$ cat src/rtl/serial_pe_pkg.sv
// Shared types and constants for the serial PE sequencer and its result FIFO.
package serial_pe_pkg;

   typedef enum logic [1:0] {
      ST_IDLE  = 2'd0,
      ST_RUN   = 2'd1,
      ST_DRAIN = 2'd2,
      ST_DONE  = 2'd3
   } state_e;

   localparam logic [1:0] PE_CTL_FIRST = 2'b01;
   localparam logic [1:0] PE_CTL_LAST  = 2'b10;

   localparam int DATA_W = 16;
   localparam int RES_W  = 32;

endpackage

$ cat src/rtl/serial_pe_res_fifo.sv
// Two-entry result FIFO; entry 0 is always the head, so a pop shifts entry 1 down.
// Push on full is never attempted because the sequencer meters last-element issue.
module serial_pe_res_fifo
   import serial_pe_pkg::*;
(
   input  logic             clk,
   input  logic             rst_n,
   input  logic             push,
   input  logic [RES_W-1:0] push_data,
   input  logic             pop,
   output logic [RES_W-1:0] head_data,
   output logic             valid,
   output logic [1:0]       count
);

   logic [RES_W-1:0] ent0_q, ent0_d;
   logic [RES_W-1:0] ent1_q, ent1_d;
   logic [1:0]       cnt_q, cnt_d;
   logic             do_pop;
   logic [1:0]       slot;

   assign do_pop = pop && (cnt_q != 2'd0);
   assign slot   = cnt_q - {1'b0, do_pop};

   // Next entry contents and occupancy; a simultaneous push lands behind the shifted head.
   always_comb begin
      ent0_d = ent0_q;
      ent1_d = ent1_q;
      if (do_pop) begin
         ent0_d = ent1_q;
      end
      if (push) begin
         if (slot == 2'd0) begin
            ent0_d = push_data;
         end else begin
            ent1_d = push_data;
         end
      end
      cnt_d = cnt_q + {1'b0, push} - {1'b0, do_pop};
   end

   // Storage and occupancy registers.
   always_ff @(posedge clk or negedge rst_n) begin
      if (!rst_n) begin
         ent0_q <= '0;
         ent1_q <= '0;
         cnt_q  <= 2'd0;
      end else begin
         ent0_q <= ent0_d;
         ent1_q <= ent1_d;
         cnt_q  <= cnt_d;
      end
   end

   assign head_data = ent0_q;
   assign valid     = (cnt_q != 2'd0);
   assign count     = cnt_q;

endmodule

$ cat src/rtl/serial_pe_ctrl.sv
// Sequencer streaming neuron/weight pairs into one serial PE and collecting its sums.
// Build option: SERIAL_PE_CTRL_RELU_EN clamps negative sums to zero before the FIFO.
//
// state    | meaning
// ---------+-----------------------------------------------------------
// ST_IDLE  | waiting for a job, start_ready high
// ST_RUN   | issuing buffer reads, one element per cycle unless out of credits
// ST_DRAIN | all reads issued, waiting for in-flight sums and FIFO to empty
// ST_DONE  | job finished, done pulses on the way back to idle
module serial_pe_ctrl
   import serial_pe_pkg::*;
#(
   parameter int ADDR_W = 10,
   parameter int LEN_W  = 10
) (
   input  logic              clk,
   input  logic              rst_n,
   input  logic              start,
   output logic              start_ready,
   input  logic [LEN_W-1:0]  vec_len,
   input  logic [LEN_W-1:0]  num_out,
   input  logic [ADDR_W-1:0] n_base,
   input  logic [ADDR_W-1:0] w_base,
   output logic              nbuf_en,
   output logic              wbuf_en,
   output logic [ADDR_W-1:0] nbuf_addr,
   output logic [ADDR_W-1:0] wbuf_addr,
   input  logic [15:0]       nbuf_rdata,
   input  logic [15:0]       wbuf_rdata,
   output logic [15:0]       pe_neuron,
   output logic [15:0]       pe_weight,
   output logic [1:0]        pe_ctl,
   output logic              pe_vld,
   input  logic [31:0]       pe_result,
   input  logic              pe_vld_o,
   output logic [31:0]       res_data,
   output logic              res_valid,
   input  logic              res_ready,
   output logic              done
);

   localparam logic [ADDR_W-1:0] ADDR_ONE = 1;
   localparam logic [LEN_W-1:0]  LEN_ONE  = 1;

   state_e            state_q, state_d;
   logic [LEN_W-1:0]  vec_len_q, vec_len_d;
   logic [LEN_W-1:0]  num_out_q, num_out_d;
   logic [ADDR_W-1:0] n_base_q, n_base_d;
   logic [LEN_W-1:0]  elem_q, elem_d;
   logic [LEN_W-1:0]  out_q, out_d;
   logic [ADDR_W-1:0] n_ptr_q, n_ptr_d;
   logic [ADDR_W-1:0] w_ptr_q, w_ptr_d;
   logic [1:0]        infl_q, infl_d;
   logic              vld_q, vld_d;
   logic [1:0]        ctl_q, ctl_d;
   logic              done_q, done_d;

   logic              is_first, is_last, issue_ok, rd_en;
   logic [1:0]        fifo_cnt;
   logic [2:0]        credits;
   logic [RES_W-1:0]  push_data;

   assign is_first = (elem_q == '0);
   assign is_last  = (elem_q == vec_len_q - LEN_ONE);
   assign credits  = {1'b0, fifo_cnt} + {1'b0, infl_q};
   // Only a last element creates a future FIFO entry, so only it has to wait for a slot.
   assign issue_ok = !(is_last && (credits >= 3'd2));
   assign rd_en    = (state_q == ST_RUN) && issue_ok;

`ifdef SERIAL_PE_CTRL_RELU_EN
   assign push_data = pe_result[RES_W-1] ? '0 : pe_result;
`else
   assign push_data = pe_result;
`endif

   // Next-state, pointer, credit and tag-pipeline computation.
   always_comb begin
      state_d   = state_q;
      vec_len_d = vec_len_q;
      num_out_d = num_out_q;
      n_base_d  = n_base_q;
      elem_d    = elem_q;
      out_d     = out_q;
      n_ptr_d   = n_ptr_q;
      w_ptr_d   = w_ptr_q;
      done_d    = 1'b0;
      vld_d     = rd_en;
      ctl_d     = rd_en ? ({is_last, 1'b0} | {1'b0, is_first}) : 2'b00;
      infl_d    = infl_q + {1'b0, rd_en && is_last} - {1'b0, pe_vld_o};
      case (state_q)
         ST_IDLE: begin
            if (start) begin
               vec_len_d = vec_len;
               num_out_d = num_out;
               n_base_d  = n_base;
               elem_d    = '0;
               out_d     = '0;
               n_ptr_d   = n_base;
               w_ptr_d   = w_base;
               state_d   = ((vec_len == '0) || (num_out == '0)) ? ST_DONE : ST_RUN;
            end
         end
         ST_RUN: begin
            if (rd_en) begin
               // Weights are laid out back to back per output, so that pointer never rewinds.
               w_ptr_d = w_ptr_q + ADDR_ONE;
               if (is_last) begin
                  elem_d  = '0;
                  n_ptr_d = n_base_q;
                  out_d   = out_q + LEN_ONE;
                  if (out_q == num_out_q - LEN_ONE) begin
                     state_d = ST_DRAIN;
                  end
               end else begin
                  elem_d  = elem_q + LEN_ONE;
                  n_ptr_d = n_ptr_q + ADDR_ONE;
               end
            end
         end
         ST_DRAIN: begin
            if ((infl_q == 2'd0) && (fifo_cnt == 2'd0)) begin
               state_d = ST_DONE;
            end
         end
         ST_DONE: begin
            done_d  = 1'b1;
            state_d = ST_IDLE;
         end
         default: state_d = ST_IDLE;
      endcase
   end

   // Controller state, job parameters, pointers and registered PE tags.
   always_ff @(posedge clk or negedge rst_n) begin
      if (!rst_n) begin
         state_q   <= ST_IDLE;
         vec_len_q <= '0;
         num_out_q <= '0;
         n_base_q  <= '0;
         elem_q    <= '0;
         out_q     <= '0;
         n_ptr_q   <= '0;
         w_ptr_q   <= '0;
         infl_q    <= 2'd0;
         vld_q     <= 1'b0;
         ctl_q     <= 2'b00;
         done_q    <= 1'b0;
      end else begin
         state_q   <= state_d;
         vec_len_q <= vec_len_d;
         num_out_q <= num_out_d;
         n_base_q  <= n_base_d;
         elem_q    <= elem_d;
         out_q     <= out_d;
         n_ptr_q   <= n_ptr_d;
         w_ptr_q   <= w_ptr_d;
         infl_q    <= infl_d;
         vld_q     <= vld_d;
         ctl_q     <= ctl_d;
         done_q    <= done_d;
      end
   end

   serial_pe_res_fifo u_res_fifo (
      .clk       (clk),
      .rst_n     (rst_n),
      .push      (pe_vld_o),
      .push_data (push_data),
      .pop       (res_ready),
      .head_data (res_data),
      .valid     (res_valid),
      .count     (fifo_cnt)
   );

   assign start_ready = (state_q == ST_IDLE);
   assign nbuf_en     = rd_en;
   assign wbuf_en     = rd_en;
   assign nbuf_addr   = n_ptr_q;
   assign wbuf_addr   = w_ptr_q;
   assign pe_neuron   = nbuf_rdata;
   assign pe_weight   = wbuf_rdata;
   assign pe_vld      = vld_q;
   assign pe_ctl      = ctl_q;
   assign done        = done_q;

endmodule

$ cat config.mk
export PLATFORM = sky130hd
export DESIGN_NAME = serial_pe_ctrl
export DESIGN_NICKNAME = d
export VERILOG_FILES = /design/src/rtl/serial_pe_pkg.sv /design/src/rtl/serial_pe_res_fifo.sv /design/src/rtl/serial_pe_ctrl.sv
export SDC_FILE = /design/constraint.sdc
export NUM_CORES = 1
export LEC_CHECK = 0
export CAP_MARGIN = 20
export CORE_MARGIN = 2
export CORE_UTILIZATION = 51
export CTS_BUF_LIST = sky130_fd_sc_hd__clkbuf_2
export CTS_CLUSTER_DIAMETER = 40
export DETAILED_ROUTE_END_ITERATION = 12
export PLACE_DENSITY = 0.83
export RECOVER_POWER = 100
export SLEW_MARGIN = 10
export SYNTH_ARGS = -nofsm -noshare
export SYNTH_HDL_FRONTEND = slang
export SYNTH_SLANG_ARGS = --single-unit
$ cat constraint.sdc
create_clock -name clk -period 3.4 [get_ports clk]
set_input_delay 0.51 -clock clk [delete_from_list [all_inputs] [get_ports clk]]
set_output_delay 0.51 -clock clk [all_outputs]
set_load 0.05 [all_outputs]
==> qor_table.md <==
| Metric | Value | Unit |
| --- | --- | --- |
| Worst setup path start | vec_len_q[3] | - |
| Most area-consuming cells after synthesis | sky130_fd_sc_hd__dfrtp_1, sky130_fd_sc_hd__mux2_2, sky130_fd_sc_hd__mux2i_1 | - |
| Critical path endpoint | wbuf_en | - |
| Clk Tree Root Cell | sky130_fd_sc_hd__clkbuf_2 | - |
| Vias in the first global route | 5960 | - |
| Total of warnings raised by yosys | 0 | - |
| Minimum hold slack | 0.321 | ns |
| Chip width | 127 | um |
| Post-synth top flop | sky130_fd_sc_hd__dfrtp_1 | - |
| Synthesized netlist cell count | 756 | - |
| Count of endpoints failing setup in the final report | 0 | - |
| Critical path endpoint category | output pin | - |
| EDFF count, synth | 0 | - |
| Final hold violation count | 0 | - |
| Largest net degree at the start of global routing | 82 | - |
| Number of distinct library cell variants in the gate-level netlist after synthesis | 59 | - |
| Die area | 0.0162 | mm^2 |
| Drt pass-1 iters | 5 | - |
| GP Congestion | 0.809 | - |
| Antenna violations before repair | 0 | - |
| Count of buffers inserted at the top-level ports | 136 | - |
| Vertical extent of the die | 127 | um |
| First-pass GRT wire length | 29.1 | mm |
| Area share of the leading cell type in the synthesized netlist | 46.5 | % |
| Vias | 6055 | - |
| Cell area after synthesis | 0.00774 | mm^2 |
| Setup tns final | 0 | ns |
| Maximum count of clock buffers along a single path | 2 | - |
| Cell type with the largest total area after synthesis | sky130_fd_sc_hd__dfrtp_1 | - |
| Hold Path Class | in2reg | - |
| Final global-route overflow total | 0 | - |
| Final cycle utilization of the critical path | 97.3 | % |
| H-tree depth reported by CTS | 4 | - |
| Post-route DRC violation count | 0 | - |
| TritonCTS clock tree | yes | - |
| Post-layout util | 62.2 | % |
| Arrival time worst endpoint | 2.80 | ns |
| Signed area change from the synthesized netlist to the final layout | 20.8 | % |
| Static leakage power | 4.15 | nW |
| Worst Skew | 0.0300 | ns |
| Slack of the worst reg-to-reg path | 0.42 | ns |
| Synthesized area per cell | 10.2 | um^2 |
| R2r startpoint | vec_len_q[3] | - |
| Sum of internal, switching and leakage power | 6.29 | mW |
| Failing checks | capacitance limit, slew limit | - |
| Starting density of the core | 51.5 | % |
| Worst Path Required | 2.89 | ns |
| Worst-Skew Late Latency | 0.74 | ns |
| Site row count | 45 | - |
| Final nets | 983 | - |
| Depth of the worst register-to-register path | 12 | - |
| Share of the yosys chip area belonging to registers | 46.5 | % |
| Largest stage delay on the critical path | 0.45 | ns |
| Remaining number of nets flagged by the antenna check after routing | 0 | - |
| First-iteration detailed-routing DRC count | 364 | - |
| DP Cell Count | 1020 | - |
| Type of the setup path with the least slack | reg2out | - |
| PwrDens | 672 | mW/mm^2 |
| Flops & latches, synth | 144 | - |
| Number of diodes | 0 | - |
| Post-synth ARST share | 100 | % |
| Area of the core | 0.0150 | mm^2 |
| Routed vias/inst | 5.72 | - |
| Measured slew at the worst slew-check pin | 2.05 | ns |
| Chain of cells forming the critical path | or3_4, or4_4, o32ai_4, a2bb2oi_4, and2_4, a21oi_4, buf_6 | - |
| Worst R2R End | infl_q[1] | - |
| Number of sinks on the clock net | 144 | - |
| Maximum VDD drop | 0.619 | mV |
| Clock transition at the registers of the reported paths | 0.26 | ns |
| Period minus WS final | 3.31 | ns |
| FMAX | 0.302 | GHz |
| Global router's overall resource usage | 22.2 | % |
| Number of ports placed on the die boundary | 201 | - |
| Maximum fanout encountered on the critical timing path | 7 | - |
| Sort of element at the start of the critical path | flip-flop | - |
| Syn nets | 881 | - |
| Count of placed standard cells in the final layout, fillers left out | 1059 | - |
| RSZ-0062 raised after global routing | true | - |
| Inserted Clock Buffers | 17 | - |
| Average routed wire per standard cell | 16.5 | um |
| Crit-path slowest cell | sky130_fd_sc_hd__dfrtp_1 | - |
| Outcome | complete, but fails checks | - |
| Post-Route WL | 17.4 | mm |
| Count of maximum capacitance violations | 1 | - |
| Fraction of final layout cells with drive strength greater than 1 | 15.8 | % |
| Placed wire-length estimate after detailed placement | 12.0 | mm |
| Rel. slew slack | -36.4 | % |
| Final number of max-transition violations | 82 | - |
==> kinds of logic (layout without fill, tap and decap cells) <==
kind of cell,after synthesis,in the layout,share of synthesized area (%)
simple gates,220,220,14.4
compound gates,149,149,12.7
flops,144,144,46.5
buf+inv,101,216,6.91
mux,97,97,13.5
xor+xnor,29,29,3.28
fa+ha+maj,16,16,2.68
==> what timing repair did <==
item                                    in CTS  in global routing
buffers inserted                             4                  2
endpoints found under the setup margin       2                  2
endpoints found under the hold margin       78                  0
cloned                                       0                  0
pin swaps                                    6                  6
gates resized for setup                      7                  5
hold buffers                                 1                  0
==> how the worst min path moves through the flow <==
stage	startpoint	endpoint	slack [ns]	cells after the start
after floorplan	rst_n	done	0.21	0
after global placement	n_base_q[0]	n_base_q[0]	0.48	2
after detailed placement	n_base_q[5]	n_base_q[5]	0.49	1
after CTS	pe_result[14]	u_res_fifo.head_data[14]	0.25	3
after global routing	pe_result[2]	u_res_fifo.head_data[2]	0.24	3
final	pe_result[14]	u_res_fifo.head_data[14]	0.32	3
==> power by group <==
group	switching, mW	internal (mW)	leakage (nW)
clock	0.724	0.232	0.140
combinational	1.72	1.12	2.23
sequential	0.311	2.19	1.78
==> through the flow <==
stage,area [um^2],worst slack [ns]
after floorplan,7750,0.202
after global placement,9030,0.387
after detailed placement,9030,0.310
after CTS,9320,0.00654
after global routing,9360,-0.0401
final,9360,0.0908
==> cells in the mapped netlist (3+ instances only) <==
cell / instances
sky130_fd_sc_hd__dfrtp_1: 144
sky130_fd_sc_hd__nor2_1: 68
sky130_fd_sc_hd__mux2_2: 61
sky130_fd_sc_hd__a21oi_1: 55
sky130_fd_sc_hd__buf_4: 36
sky130_fd_sc_hd__nand3_1: 36
sky130_fd_sc_hd__mux2i_1: 35
sky130_fd_sc_hd__inv_1: 26
sky130_fd_sc_hd__clkbuf_1: 25
sky130_fd_sc_hd__nand2_1: 24
sky130_fd_sc_hd__xnor2_1: 20
sky130_fd_sc_hd__nor3_1: 17
sky130_fd_sc_hd__o21ai_0: 17
sky130_fd_sc_hd__ha_1: 15
sky130_fd_sc_hd__and3_1: 13
sky130_fd_sc_hd__o21ai_1: 13
sky130_fd_sc_hd__or3_1: 13
sky130_fd_sc_hd__nor4_1: 12
sky130_fd_sc_hd__o22ai_1: 11
sky130_fd_sc_hd__o31ai_1: 10
sky130_fd_sc_hd__nand2b_1: 9
sky130_fd_sc_hd__xor2_1: 9
sky130_fd_sc_hd__a31oi_1: 7
sky130_fd_sc_hd__nand4_1: 7
sky130_fd_sc_hd__and2_1: 6
sky130_fd_sc_hd__buf_1: 6
sky130_fd_sc_hd__o32ai_1: 6
sky130_fd_sc_hd__a211oi_1: 5
sky130_fd_sc_hd__buf_2: 5
sky130_fd_sc_hd__a32oi_1: 3
sky130_fd_sc_hd__and4_1: 3
sky130_fd_sc_hd__nand3b_1: 3
sky130_fd_sc_hd__or4_1: 3
==> flip-flops by register name, summed over array words and instances (netlist names) <==
register / flops
out_q: 10
pe_ctl: 2
u_res_fifo.count: 2
state_q: 2
wbuf_addr: 10
nbuf_addr: 10
elem_q: 10
pe_vld: 1
vec_len_q: 10
done: 1
u_res_fifo.ent1_q: 32
num_out_q: 10
u_res_fifo.head_data: 32
infl_q: 2
n_base_q: 10
==> cell usage in the layout (no fill, tap or decap), types with 3 or more instances in the layout <==
cell type,Yosys,final
sky130_fd_sc_hd__or4_1,3,3
sky130_fd_sc_hd__inv_6,0,7
sky130_fd_sc_hd__o31ai_1,10,10
sky130_fd_sc_hd__nand2_1,24,23
sky130_fd_sc_hd__and2_1,6,5
sky130_fd_sc_hd__a32oi_1,3,3
sky130_fd_sc_hd__clkdlybuf4s50_1,0,133
sky130_fd_sc_hd__a211oi_1,5,5
sky130_fd_sc_hd__xnor2_1,20,20
sky130_fd_sc_hd__mux2_2,61,61
sky130_fd_sc_hd__o21ai_0,17,17
sky130_fd_sc_hd__buf_4,36,17
sky130_fd_sc_hd__nand3b_1,3,3
sky130_fd_sc_hd__inv_8,0,3
sky130_fd_sc_hd__mux2i_1,35,35
sky130_fd_sc_hd__nor3_1,17,15
sky130_fd_sc_hd__nor4_1,12,12
sky130_fd_sc_hd__nand2b_1,9,8
sky130_fd_sc_hd__and4_1,3,3
sky130_fd_sc_hd__nand4_1,7,7
sky130_fd_sc_hd__o21ai_1,13,13
sky130_fd_sc_hd__or3_1,13,12
sky130_fd_sc_hd__o32ai_1,6,6
sky130_fd_sc_hd__and3_1,13,13
sky130_fd_sc_hd__clkbuf_2,0,20
sky130_fd_sc_hd__xor2_1,9,9
sky130_fd_sc_hd__nor2_1,68,68
sky130_fd_sc_hd__nand3_1,36,35
sky130_fd_sc_hd__o22ai_1,11,11
sky130_fd_sc_hd__dfrtp_1,144,144
sky130_fd_sc_hd__a21oi_1,55,54
sky130_fd_sc_hd__inv_1,26,26
sky130_fd_sc_hd__a31oi_1,7,7
sky130_fd_sc_hd__ha_1,15,14
==> critical path: cells and delay by family (launching register included) <==
kind / cells / cell delay (ns)
DFF: 1 / 0.45
and+or+nand+nor: 3 / 1.03
AOI/OAI and AO/OA: 3 / 0.40
buffers and inverters: 1 / 0.18
==> per-layer routing <==
metal	wire [um]	part of all wire [%]	track usage, %
met1	7510	43	28.5
met2	8300	48	35.5
met3	1380	7.9	8.00
met4	241	1.4	6.79
met5	0	0	0
==> cell type report <==
type                    instances  area [um^2]
flip-flops and latches        144         3600
repair buffers                157         1510
multi-input cells             511         3680
inverters                      27          101
clock inverters                15          141
well taps                     188          235
clock buffers                  17         85.1
fillers                      1211         5680
Power figures use the tool's default switching activity.
